===== src/rtl/decode_queue.sv =====
// RV32I(+M) decode stage feeding a small in-order queue of decoded control words.
// Each accepted instruction is decoded combinationally and stored with its PC.
module decode_queue #(
  parameter bit          ENABLE_M  = 1'b1,
  parameter int unsigned BUF_DEPTH = 2,
  parameter int unsigned PC_W      = 32
) (
  input  logic                               clk,
  input  logic                               rst_n,
  input  logic                               flush,
  input  logic                               in_valid,
  output logic                               in_ready,
  input  logic [31:0]                        in_instr,
  input  logic [PC_W-1:0]                    in_pc,
  output logic                               out_valid,
  input  logic                               out_ready,
  output logic [PC_W-1:0]                    out_pc,
  output logic [4:0]                         out_rs1,
  output logic [4:0]                         out_rs2,
  output logic [4:0]                         out_rd,
  output logic [4:0]                         out_alu_ctrl,
  output logic [2:0]                         out_branch,
  output logic [3:0]                         out_ls_type,
  output logic [2:0]                         out_sext_type,
  output logic [1:0]                         out_wb_ctrl,
  output logic                               out_jump,
  output logic                               out_jump_type,
  output logic                               out_alu_src1,
  output logic                               out_alu_src2,
  output logic                               out_we_reg,
  output logic                               out_we_mem,
  output logic                               out_illegal,
  output logic [$clog2(BUF_DEPTH+1)-1:0]     out_count
);

  localparam int unsigned PTR_W = $clog2(BUF_DEPTH);
  localparam int unsigned CNT_W = $clog2(BUF_DEPTH + 1);

  localparam logic [6:0] OP_R     = 7'b0110011;
  localparam logic [6:0] OP_I     = 7'b0010011;
  localparam logic [6:0] OP_LOAD  = 7'b0000011;
  localparam logic [6:0] OP_STORE = 7'b0100011;
  localparam logic [6:0] OP_BR    = 7'b1100011;
  localparam logic [6:0] OP_JAL   = 7'b1101111;
  localparam logic [6:0] OP_JALR  = 7'b1100111;
  localparam logic [6:0] OP_LUI   = 7'b0110111;
  localparam logic [6:0] OP_AUIPC = 7'b0010111;

  localparam logic [6:0] F7_BASE = 7'b0000000;
  localparam logic [6:0] F7_ALT  = 7'b0100000;
  localparam logic [6:0] F7_MUL  = 7'b0000001;

  localparam logic [4:0] ALU_ADD = 5'b00000;
  localparam logic [4:0] ALU_SUB = 5'b00001;
  localparam logic [4:0] ALU_SRL = 5'b01000;
  localparam logic [4:0] ALU_SRA = 5'b01001;
  localparam logic [4:0] ALU_NOP = 5'b01110;
  localparam logic [2:0] BR_NONE = 3'b010;
  localparam logic [3:0] LS_NONE = 4'b1111;

  typedef struct packed {
    logic [PC_W-1:0] pc;
    logic [4:0]      rs1;
    logic [4:0]      rs2;
    logic [4:0]      rd;
    logic [4:0]      alu_ctrl;
    logic [2:0]      branch;
    logic [3:0]      ls_type;
    logic [2:0]      sext_type;
    logic [1:0]      wb_ctrl;
    logic            jump;
    logic            jump_type;
    logic            alu_src1;
    logic            alu_src2;
    logic            we_reg;
    logic            we_mem;
    logic            illegal;
  } entry_t;

  // Control word seen for an empty queue, a bubble and (with illegal set) a bad encoding.
  function automatic entry_t idle_entry();
    entry_t e;
    e           = '0;
    e.alu_ctrl  = ALU_NOP;
    e.branch    = BR_NONE;
    e.ls_type   = LS_NONE;
    return e;
  endfunction

  function automatic logic [4:0] alu_base(input logic [2:0] f3);
    logic [4:0] a;
    case (f3)
      3'b000:  a = ALU_ADD;
      3'b001:  a = 5'b00101;
      3'b010:  a = 5'b00110;
      3'b011:  a = 5'b00111;
      3'b100:  a = 5'b00100;
      3'b101:  a = ALU_SRL;
      3'b110:  a = 5'b00011;
      default: a = 5'b00010;
    endcase
    return a;
  endfunction

  logic [6:0] opcode;
  logic [2:0] funct3;
  logic [6:0] funct7;
  logic       bad;
  logic       writes_rd;
  entry_t     dec;

  assign opcode = in_instr[6:0];
  assign funct3 = in_instr[14:12];
  assign funct7 = in_instr[31:25];

  // Instruction decode
  always_comb begin
    dec       = idle_entry();
    dec.pc    = in_pc;
    bad       = 1'b0;
    writes_rd = 1'b0;
    case (opcode)
      OP_R: begin
        dec.rs1   = in_instr[19:15];
        dec.rs2   = in_instr[24:20];
        dec.rd    = in_instr[11:7];
        writes_rd = 1'b1;
        if (funct7 == F7_BASE) begin
          dec.alu_ctrl = alu_base(funct3);
        end else if (funct7 == F7_ALT && funct3 == 3'b000) begin
          dec.alu_ctrl = ALU_SUB;
        end else if (funct7 == F7_ALT && funct3 == 3'b101) begin
          dec.alu_ctrl = ALU_SRA;
        end else if (funct7 == F7_MUL && ENABLE_M) begin
          dec.alu_ctrl = {2'b10, funct3};
        end else begin
          bad = 1'b1;
        end
      end
      OP_I: begin
        dec.rs1      = in_instr[19:15];
        dec.rd       = in_instr[11:7];
        dec.alu_src2 = 1'b1;
        writes_rd    = 1'b1;
        dec.alu_ctrl = alu_base(funct3);
        if (funct3 == 3'b001 && funct7 != F7_BASE) begin
          bad = 1'b1;
        end else if (funct3 == 3'b101) begin
          if (funct7 == F7_ALT) dec.alu_ctrl = ALU_SRA;
          else if (funct7 != F7_BASE) bad = 1'b1;
        end
      end
      OP_LOAD: begin
        dec.rs1      = in_instr[19:15];
        dec.rd       = in_instr[11:7];
        dec.alu_ctrl = ALU_ADD;
        dec.alu_src2 = 1'b1;
        dec.ls_type  = {funct3, 1'b0};
        dec.wb_ctrl  = 2'b01;
        writes_rd    = 1'b1;
        bad          = (funct3 == 3'b011) || (funct3 == 3'b110) || (funct3 == 3'b111);
      end
      OP_STORE: begin
        dec.rs1       = in_instr[19:15];
        dec.rs2       = in_instr[24:20];
        dec.alu_ctrl  = ALU_ADD;
        dec.alu_src2  = 1'b1;
        dec.ls_type   = {funct3, 1'b1};
        dec.sext_type = 3'b110;
        dec.we_mem    = 1'b1;
        bad           = (funct3 >= 3'b011);
      end
      OP_BR: begin
        dec.rs1       = in_instr[19:15];
        dec.rs2       = in_instr[24:20];
        dec.branch    = funct3;
        dec.sext_type = 3'b001;
        bad           = (funct3 == 3'b010) || (funct3 == 3'b011);
      end
      OP_JAL: begin
        dec.rd        = in_instr[11:7];
        dec.sext_type = 3'b010;
        dec.wb_ctrl   = 2'b11;
        dec.jump      = 1'b1;
        dec.jump_type = 1'b1;
        writes_rd     = 1'b1;
      end
      OP_JALR: begin
        dec.rs1     = in_instr[19:15];
        dec.rd      = in_instr[11:7];
        dec.wb_ctrl = 2'b11;
        dec.jump    = 1'b1;
        writes_rd   = 1'b1;
        bad         = (funct3 != 3'b000);
      end
      OP_LUI, OP_AUIPC: begin
        dec.rd        = in_instr[11:7];
        dec.alu_ctrl  = ALU_ADD;
        dec.alu_src1  = (opcode == OP_AUIPC);
        dec.alu_src2  = 1'b1;
        dec.sext_type = 3'b011;
        writes_rd     = 1'b1;
      end
      default: bad = (in_instr != 32'h0000_0000);
    endcase
    dec.we_reg = writes_rd && (dec.rd != 5'd0);
    if (bad) begin
      dec         = idle_entry();
      dec.pc      = in_pc;
      dec.illegal = 1'b1;
    end
  end

  entry_t            mem_q [BUF_DEPTH];
  entry_t            mem_d [BUF_DEPTH];
  logic [PTR_W-1:0]  wr_ptr_q, wr_ptr_d;
  logic [PTR_W-1:0]  rd_ptr_q, rd_ptr_d;
  logic [CNT_W-1:0]  count_q, count_d;
  logic              push, pop;
  entry_t            head;

  assign in_ready  = (count_q != CNT_W'(BUF_DEPTH));
  assign out_valid = (count_q != '0);
  assign push      = in_valid && in_ready && !flush;
  assign pop       = out_valid && out_ready && !flush;

  // Queue next-state; pointers wrap naturally since BUF_DEPTH is a power of two.
  always_comb begin
    mem_d    = mem_q;
    wr_ptr_d = wr_ptr_q + PTR_W'(push);
    rd_ptr_d = rd_ptr_q + PTR_W'(pop);
    count_d  = count_q + CNT_W'(push) - CNT_W'(pop);
    if (push) mem_d[wr_ptr_q] = dec;
    if (flush) begin
      wr_ptr_d = '0;
      rd_ptr_d = '0;
      count_d  = '0;
    end
  end

  always_ff @(posedge clk or negedge rst_n) begin
    if (!rst_n) begin
      for (int i = 0; i < BUF_DEPTH; i++) mem_q[i] <= idle_entry();
      wr_ptr_q <= '0;
      rd_ptr_q <= '0;
      count_q  <= '0;
    end else begin
      mem_q    <= mem_d;
      wr_ptr_q <= wr_ptr_d;
      rd_ptr_q <= rd_ptr_d;
      count_q  <= count_d;
    end
  end

  assign head = out_valid ? mem_q[rd_ptr_q] : idle_entry();

  assign out_pc        = head.pc;
  assign out_rs1       = head.rs1;
  assign out_rs2       = head.rs2;
  assign out_rd        = head.rd;
  assign out_alu_ctrl  = head.alu_ctrl;
  assign out_branch    = head.branch;
  assign out_ls_type   = head.ls_type;
  assign out_sext_type = head.sext_type;
  assign out_wb_ctrl   = head.wb_ctrl;
  assign out_jump      = head.jump;
  assign out_jump_type = head.jump_type;
  assign out_alu_src1  = head.alu_src1;
  assign out_alu_src2  = head.alu_src2;
  assign out_we_reg    = head.we_reg;
  assign out_we_mem    = head.we_mem;
  assign out_illegal   = head.illegal;
  assign out_count     = count_q;

endmodule


===== config.mk =====
export PLATFORM = sky130hd
export DESIGN_NAME = decode_queue
export DESIGN_NICKNAME = d
export VERILOG_FILES = /design/src/rtl/decode_queue.sv
export SDC_FILE = /design/constraint.sdc
export NUM_CORES = 1
export LEC_CHECK = 0
export BUFFER_PORTS_ARGS = -buffer_cell sky130_fd_sc_hd__buf_4
export CAP_MARGIN = 20
export CORE_UTILIZATION = 42
export DETAILED_ROUTE_END_ITERATION = 6
export GPL_ROUTABILITY_DRIVEN = 0
export HOLD_SLACK_MARGIN = 0.02
export SYNTH_ARGS = -nofsm -noshare
export SYNTH_HDL_FRONTEND = slang
export SYNTH_SLANG_ARGS = --single-unit

===== constraint.sdc =====
create_clock -name clk -period 2.4 [get_ports clk]
set_input_delay 0.12 -clock clk [delete_from_list [all_inputs] [get_ports clk]]
set_output_delay 0.12 -clock clk [all_outputs]
set_load 0.02 [all_outputs]

Word level (Yosys, flattened, before mapping)
Index checks and enable logic that the tools add are counted.
Storage, ports and cells
  output and inout bits: 75
  register bits: 146
  logic and storage cells: 134
  input port bits: 69
Operators by class
  eq/ne operators: 19
  reductions and logical operators: 28
  mux-type cells: 42
  bitwise operators: 2
  magnitude comparators: 4
  add/subtract/negate cells: 4
Operators by type and width (count)
  two-way mux 71 bit: 5
  bitwise mux 142 bit: 1
  demux 71 bit (select 1 bit): 1
  two-way mux 5 bit: 10
  two-way mux 39 bit: 1
  nonzero test 32 bit: 1
  equality test 7 x 6 -> 1 bit (second input constant): 4
  case mux 4 bit (7 select lines): 1
  equality test 7 bit (second input constant): 3
  two-way mux 1 bit: 16
  case mux 5 bit (3 select lines): 1
  equality test 7 x 5 -> 1 bit (second input constant): 2
  equality test 3 bit (second input constant): 4
  case mux 3 bit (4 select lines): 1
  logical AND 1 bit: 9
  case mux 4 bit (2 select lines): 1
  equality test 7 x 1 -> 1 bit (second input constant): 1
  equality test 7 x 2 -> 1 bit (second input constant): 1
  logical NOT 7 bit: 1
  case mux 1 bit (7 select lines): 1
  nonzero test 7 bit: 1
  OR reduction 7 bit: 1
  equality test 3 x 2 -> 1 bit (second input constant): 2
  OR reduction 3 bit: 2
  22 further kinds: 28

Depth between registers and ports, before layout
Gate-level depths: netlist (run 1).
  depth in word-level cells: 8
  gate-level depth with buffers: 10
  mapped depth without buffers: 10

Least setup slack after synthesis (run 1)
OpenSTA, ideal clock, no wires.
  kind: reg-to-reg
  start: reg count_q[1], in the netlist out_count[1]
  end: reg count_q[1], in the netlist out_count[1]
  path buffers: 0
  clock period less this slack: 2374 ps
  arrival time: 2255 ps
  library setup time: 119 ps
  stages on the path, launching flop included: 11
  required time: 2281 ps
  setup slack: 26 ps
  cells stage by stage: dfrtp_1 nor2_1 clkinv_1 nand2_1 nor2_1 ha_1 inv_1 ha_1 xor2_1 xnor2_1 nor2_1
On the way
  elaborated cells on any way between the ends: 9
  classes of those cells: add/sub: 2; eq/ne: 1; mux: 1; reduce/logical: 5
RTL lines
  start, declared: line 218  | logic [CNT_W-1:0] count_q, count_d;
  start signal, assigned: line 251  | count_q <= count_d;
  nonzero test 2 bit: line 223  | assign out_valid = (count_q != '0);
  net out_valid: line 15  | output logic out_valid,
  logical AND 1 bit (2 in a row): line 225  | assign pop = out_valid && out_ready && !flush;
  subtractor 2 x 1 -> 2 bit: line 232  | count_d = count_q + CNT_W'(push) - CNT_W'(pop);
  two-way mux 2 bit: line 234  | if (flush) begin
  net count_d[1]: line 218
The timed path passes the listed nets, and every way through them passes these cells.
A chain may end at the register's enable or synchronous reset.

Final worst setup path (run 1)
  start: in in_instr[3]
  end: reg mem_q[95] (netlist name)
On the way
  longest elaborated chain between the ends: 5
  elaborated cells on any way between the ends: 16
  classes of those cells: eq/ne: 9; mux: 4; reduce/logical: 3
Ends and longest elaborated chain
  start, declared: line 13  | input logic [31:0] in_instr,
  equality test 7 x 5 -> 1 bit, or another cell as far along: line 122  | case (opcode)
  OR reduction 3 bit (no source line) or OR reduction 7 bit (tied branches)
  case mux 1 bit (7 select lines) or two-way mux 5 bit (tied branches): line 122
  two-way mux 39 bit *: line 207  | if (bad) begin
  bitwise mux 142 bit *: line 233  | if (push) mem_d[wr_ptr_q] = dec;
  end signal, assigned: line 248  | mem_q <= mem_d;
  end, declared: line 214  | entry_t mem_q [BUF_DEPTH];
Every way passes the cells marked *; elsewhere a longest branch is shown, timed or not.

==> results of run 1 <==
-- layout make-up --
cell class / instances / area, um2 / area share (%)
Sequential cell: 144 / 3630 / 36.2
Multi-Input combinational cell: 474 / 3410 / 34.1
Timing Repair Buffer: 218 / 1880 / 18.8
Clock buffer: 18 / 439 / 4.38
Tap cell: 225 / 282 / 2.81
Inverter: 54 / 203 / 2.02
Clock inverter: 14 / 175 / 1.75
-- state kept, by name, summed over array words and instances, names as in the netlist --
| name | cells |
|---|---|
| wr_ptr_q | 1 |
| rd_ptr_q | 1 |
| out_count | 2 |
| mem_q | 140 |
-- worst min-delay path, delay by kind of cell --
| family | cells | cell delay [ps] |
|---|---|---|
| AO/OA/AOI/OAI | 1 | 60 |
| AND/OR/NAND/NOR | 1 | 80 |
| buffers and inverters | 1 | 170 |
-- timing repair --
action / CTS / global route
endpoints found under the hold margin: 177 / 0
hold buffers: 50 / 0
setup endpoints to repair: 0 / 0
resized for setup: 0 / 0
-- per-layer routing --
metal,share of wire (%),routed length [um],GRT usage (%),vias up
met5,0,0,0,-
met2,49,9070,35.3,151
met1,45,8360,28.0,2983
met3,5.0,934,4.58,16
li1,-,-,-,2928
met4,0.99,184,6.24,0
-- worst max path at each step --
stage               cells past startpoint  slack, ps      endpoint          from
CTS                                    10        160     mem_q[95]   in_instr[3]
global placement                        8        140     mem_q[71]  in_instr[26]
floorplan                              10         30  out_count[1]  out_count[1]
detailed placement                      9         90     mem_q[27]  in_instr[26]
finish                                 10        140     mem_q[95]   in_instr[3]
global route                           10         20     mem_q[95]   in_instr[3]
-- power groups by stage --
stage / registers, uW / clock network, uW / logic [uW]
6_report: 3420 / 2720 / 2330
5_1_grt: 3500 / 2890 / 2520
4_1_cts: 3430 / 2780 / 2360
3_5_place_dp: 3470 / 0 / 2280
3_3_place_gp: 3420 / 0 / 2230
2_1_floorplan: 3340 / 0 / 1520
-- logic make-up after synthesis --
kind of cell | after synthesis | share of synthesized area (%)
buffers and inverters | 116 | 6.00
AOI/OAI and AO/OA | 105 | 9.35
adders and majority gates | 4 | 0.674
muxes | 144 | 20.6
DFF | 144 | 48.8
and+or+nand+nor | 217 | 14.1
xor gates and xnor gates | 4 | 0.472
-- per-stage QoR --
stage / hold WS, ps / cells
detailed placement: 218 / 1065
global route: 61.6 / 1147
finish: 48.5 / 1147
CTS: 34.0 / 1147
floorplan: -176 / 734
global placement: 209 / 1065
-- cell usage after synthesis (2+ instances only) --
library cell | n | share of area (%)
dfrtp_1 | 128 | 43
nor2_1 | 89 | 4.5
mux2i_1 | 74 | 10
mux2_2 | 70 | 11
inv_1 | 53 | 2.7
clkbuf_1 | 47 | 2.4
nand2_1 | 39 | 2.0
o22ai_1 | 31 | 2.6
a21oi_1 | 22 | 1.5
nand3_1 | 22 | 1.5
dfstp_2 | 16 | 5.7
o21ai_0 | 15 | 1.0
nand4_1 | 14 | 1.2
o32ai_1 | 10 | 1.2
buf_1 | 9 | 0.45
nor3b_1 | 9 | 0.91
nor2b_1 | 8 | 0.67
nor3_1 | 7 | 0.47
nand2b_1 | 6 | 0.51
buf_2 | 5 | 0.34
nor4_1 | 5 | 0.42
a31oi_1 | 4 | 0.34
ha_1 | 4 | 0.67
nor4bb_1 | 3 | 0.40
o211ai_1 | 3 | 0.30
o31ai_1 | 3 | 0.30
o32a_1 | 3 | 0.40
xor2_1 | 3 | 0.35
a41oi_1 | 2 | 0.24
and3_1 | 2 | 0.17
nand3b_1 | 2 | 0.20
nand4b_1 | 2 | 0.24
nor4b_1 | 2 | 0.24
==> results.md, run 1 <==
* Hold path start: in_instr[12]
* CP delay by family, top: buffers and inverters
* Req. time, crit path at 2700 ps
* Maximum VDD drop at 0.520 mV
* PortBufs at 143
* EDFF count, synth at 0
* Area Overhead vs Synth at 34.9%
* Number of DRC markers in iteration 0 at 252
* Ys Warns at 0
* Hold path depth at 3
* # fillers at 1509
* I/O pin count at 144
* CTS sink cnt at 144
* Critical Path, Cell by Cell: dlygate4sd3_1, buf_4, nor4bb_2, buf_4, nand4_1, o21bai_1, a31oi_4, buf_12, buf_4, o22ai_1
* Synth cell types at 55
* Clock-pin slew on the worst setup and hold paths at 60 ps
* Crit path kind: primary input to flip-flop
* Fin nets at 982
* Syn_area_per_cell at 10.1 um2
* Crit path buf inv count at 5
* Layout Utilization at 57.9%
* P_leak at 0.00416 uW
* Most used cell, CP: buf_4
* R2r worst-path depth at 7
* Router iterations before antenna repair at 4
* Gr usage total at 21.3%
* Vias per cell at 5.30
* Bufs on Longest Clock Path at 2
* Critical Path Sink Type: flip-flop
* Dpl ws at 88.6 ps
* Starting density of the core at 42.9%
* Number of buffers created by CTS at 17
* Most common cell after layout, fill and taps aside: buf_4
* RR Startpoint: out_count[1]
* Commonest non-fill, non-tap cells in the layout: buf_4 (158), dfrtp_1 (127), nor2_1 (88)
* CP startpoint kind: primary input
* Antenna-violating nets left at 0
* FF-to-FF setup slack at 360 ps
* Clk_lat worst skew at 430 ps
* Gate count after technology mapping at 734
* Largest net degree at the start of global routing at 81
* Sequential area share after synthesis at 48.8%
* CTS tree: done
* Total Power at 8470 uW
* Die Height at 135 um
* Post-synth ARST share at 100%
* HPWL Detailed at 12.5 mm
* Max-Cap Viols at 0
* Tcrit/Tclk final at 94.2%
* Outcome: completed
* Synth Register Bits at 144
* Hold Path End: mem_q[87]
* Final slew viol count at 0
* Max frequency at 0.442 GHz
* TNS Setup at 0 ps
* P_sw at 2570 uW
* Final wirelength at 18.5 mm
* Final Skew at 11.8 ps
* Area of the core at 17300 um2
* Final instance area at 10000 um2
* Crit path max fanout at 36
* Clk network pwr share at 32.1%
* Hold Vio Cnt, Final at 0
* Slowest Stage Delay on Critical Path at 530 ps
* H-tree Lvls at 4
* Initial antenna violation count at 0
* WP data arrival at 2560 ps
* Slew HR at 49.6%
* Placed Area at 8900 um2
* Cell area power density at 846 nW/um2
* Drt wl/cell at 16.2 um
* DRC Markers at 0
* Comb pwr share at 27.5%
* Share of cells above drive strength 1 at 31.9%
* FP Rows at 48
* Final setup margin at 140 ps
* Worst min path class: primary input to flip-flop
* Tmin final at 2260 ps
* Syn Nets at 807
* Crit-path slowest cell: dlygate4sd3_1
* First-pass GRT wire length at 30.4 mm
* Top_reg_cell synth: dfrtp_1
* RSZ-0062 raised after global routing: no
* Vias in the first global route at 6007
* Final setup viols at 0
* Mapped cell area at 7430 um2
* Die area at 18200 um2
* Root Buffer: clkbuf_16
* Sw Ratio at 30.3%
* Gr ovfl total at 0
* Chip width at 135 um
* Via Count at 6078
* Diode count at 0
* Post-CTS setup buffer count at 0
* Reg2reg end: mem_q[20]
* Reg power frac at 40.4%
* Tightest Pin Transition at 755 ps
* Pint at 5900 uW
Power figures use the tool's default switching activity.
==> run 2: changes to the inputs <==
--- a/config.mk
+++ b/config.mk
@@ -7,6 +7,7 @@
 export LEC_CHECK = 0
 export BUFFER_PORTS_ARGS = -buffer_cell sky130_fd_sc_hd__buf_4
 export CAP_MARGIN = 20
+export CORE_MARGIN = 2
 export CORE_UTILIZATION = 42
 export DETAILED_ROUTE_END_ITERATION = 6
 export GPL_ROUTABILITY_DRIVEN = 0
==> constraint.sdc (replaced) <==
create_clock -name clk -period 2.3 [get_ports clk]
set_input_delay 0.345 -clock clk [delete_from_list [all_inputs] [get_ports clk]]
set_output_delay 0.345 -clock clk [all_outputs]
set_load 0.02 [all_outputs]
==> results.md, run 2 (same netlist as run 1, synthesis figures left out) <==
* Outcome: completed
* Tmin final at 2140 ps
* Final wirelength at 18.7 mm
* Number of DRC markers in iteration 0 at 225
* Root Buffer: clkbuf_16
* Crit path kind: primary input to flip-flop
* Fin nets at 945
* CP delay by family, top: compound AO/OA/AOI/OAI gates
* Worst min path class: primary input to flip-flop
* Bufs on Longest Clock Path at 2
* Chip width at 137 um
* Largest register FFs at 140
* Diode count at 0
* Slew HR at 66.4%
* DP Cell Count at 1074
* Tcrit/Tclk final at 93.2%
* Gr ovfl total at 0
* Hold path depth at 2
* Top reg by flops: mem_q
* Area Overhead vs Synth at 30.0%
* I/O pin count at 144
* DRC Markers at 0
* Final Skew at 6.64 ps
* Crit-path slowest cell: or4_4
* Share of cells above drive strength 1 at 34.6%
* Vias per cell at 5.44
* CTS tree: done
* Largest net degree at the start of global routing at 63
* Hold Vio Cnt, Final at 0
* Via Count at 6042
* Initial antenna violation count at 0
* Area of the core at 17300 um2
* Critical Path Sink Type: flip-flop
* Layout Utilization at 55.8%
* Router iterations before antenna repair at 5
* Clk_lat worst skew at 420 ps
* First-pass GRT wire length at 30.0 mm
* RSZ-0062 raised after global routing: no
* Final non-filler cell total at 1110
* Global routing usage on met3 at 3.85%
* WP data arrival at 2450 ps
* Die Height at 137 um
* CTS sink cnt at 144
* CP startpoint kind: primary input
* Max frequency at 0.466 GHz
* Max-Cap Viols at 0
* Met2 usage at 32.8%
* Req. time, crit path at 2610 ps
* Number of buffers created by CTS at 17
* Die area at 18800 um2
* Met1 global-route usage at 27.6%
* Gr busiest metal: met2
* Crit path buf inv count at 2
* PortBufs at 143
* Vias in the first global route at 5919
* Maximum VDD drop at 0.598 mV
* FP Rows at 48
* Starting density of the core at 42.9%
* H-tree Lvls at 4
* WP depth at 7
* P_leak at 0.00403 uW
* Drt wl/cell at 16.9 um
* Commonest non-fill, non-tap cells in the layout: buf_4 (165), dfrtp_1 (127), nor2_1 (88)
* Clock-pin slew on the worst setup and hold paths at 60 ps
* R2r worst-path depth at 5
* Crit path max fanout at 15
* Tightest Pin Transition at 497 ps
* Slowest Stage Delay on Critical Path at 540 ps
* Final slew viol count at 0
* Critical Path, Cell by Cell: buf_4, or4_4, a2111o_1, a211oi_2, a31oi_4, buf_12, o32ai_1
* Cell area power density at 903 nW/um2
* Gr usage total at 20.4%
* HPWL Detailed at 12.9 mm
* Final setup viols at 0
* Resize count post-CTS at 0
* Most common cell after layout, fill and taps aside: buf_4
* Antenna-violating nets left at 0
run 2: where the power goes:
part	internal [uW]	leakage [uW]	switching (uW)	total (uW)
registers	3210	0.00179	331	3540
logic	1180	0.00195	1250	2430
clock network	1650	0.000282	1100	2750
total	6040	0.00403	2680	8720
run 2: layout make-up:
type	count	area, um2
well taps	225	282
clock buffers	19	443
multi-input cells	474	3410
repair buffers	181	1540
fillers	1543	7640
flip-flops and latches	144	3630
clock inverters	13	149
inverters	54	204
run 2: final timing paths:
| kind | start | end | slack [ps] |
|---|---|---|---|
| worst min-delay path | flush | out_count[1] | 140 |
| min in group asynchronous | rst_n | mem_q[116] | 440 |
| worst min register to register | mem_q[108] | mem_q[108] | 500 |
| worst max-delay path | in_instr[26] | mem_q[105] | 160 |
| max in group asynchronous | rst_n | mem_q[91] | 1190 |
| worst max register to register | out_count[0] | mem_q[68] | 240 |
run 2: stage by stage:
stage                     instance area (um2)  hold WS (ps)  power (uW)  TNS (ps)  setup slack [ps]
after CTS                                9630           122        8790         0              62.1
after floorplan                          7430          49.4        5080         0              25.2
after detailed placement                 9030           323        6030     -9860              -274
after global routing                     9660           138        9190         0              60.3
final                                    9660           138        8720         0               156
after global placement                   9030           312        5930     -8740              -230
run 2: timing repair:
action	in CTS	in global routing
hold buffers	1	0
buffers inserted	0	3
endpoints found under the setup margin	0	1
endpoints found under the hold margin	48	0
run 2: routing by layer:
metal / wire, um / part of all wire [%] / up-vias
met2: 8950 / 48 / 170
met3: 1000 / 5.3 / 29
li1: - / - / 2863
met4: 345 / 1.8 / 0
met5: 0 / 0 / -
met1: 8410 / 45 / 2980
run 2: worst register-to-register path, cell delays in order, from the launching register on:
cell      delay, ps
dfrtp_1         460
nand2b_1        150
and3b_1         340
ha_4            410
buf_12          220
mux2_2          360
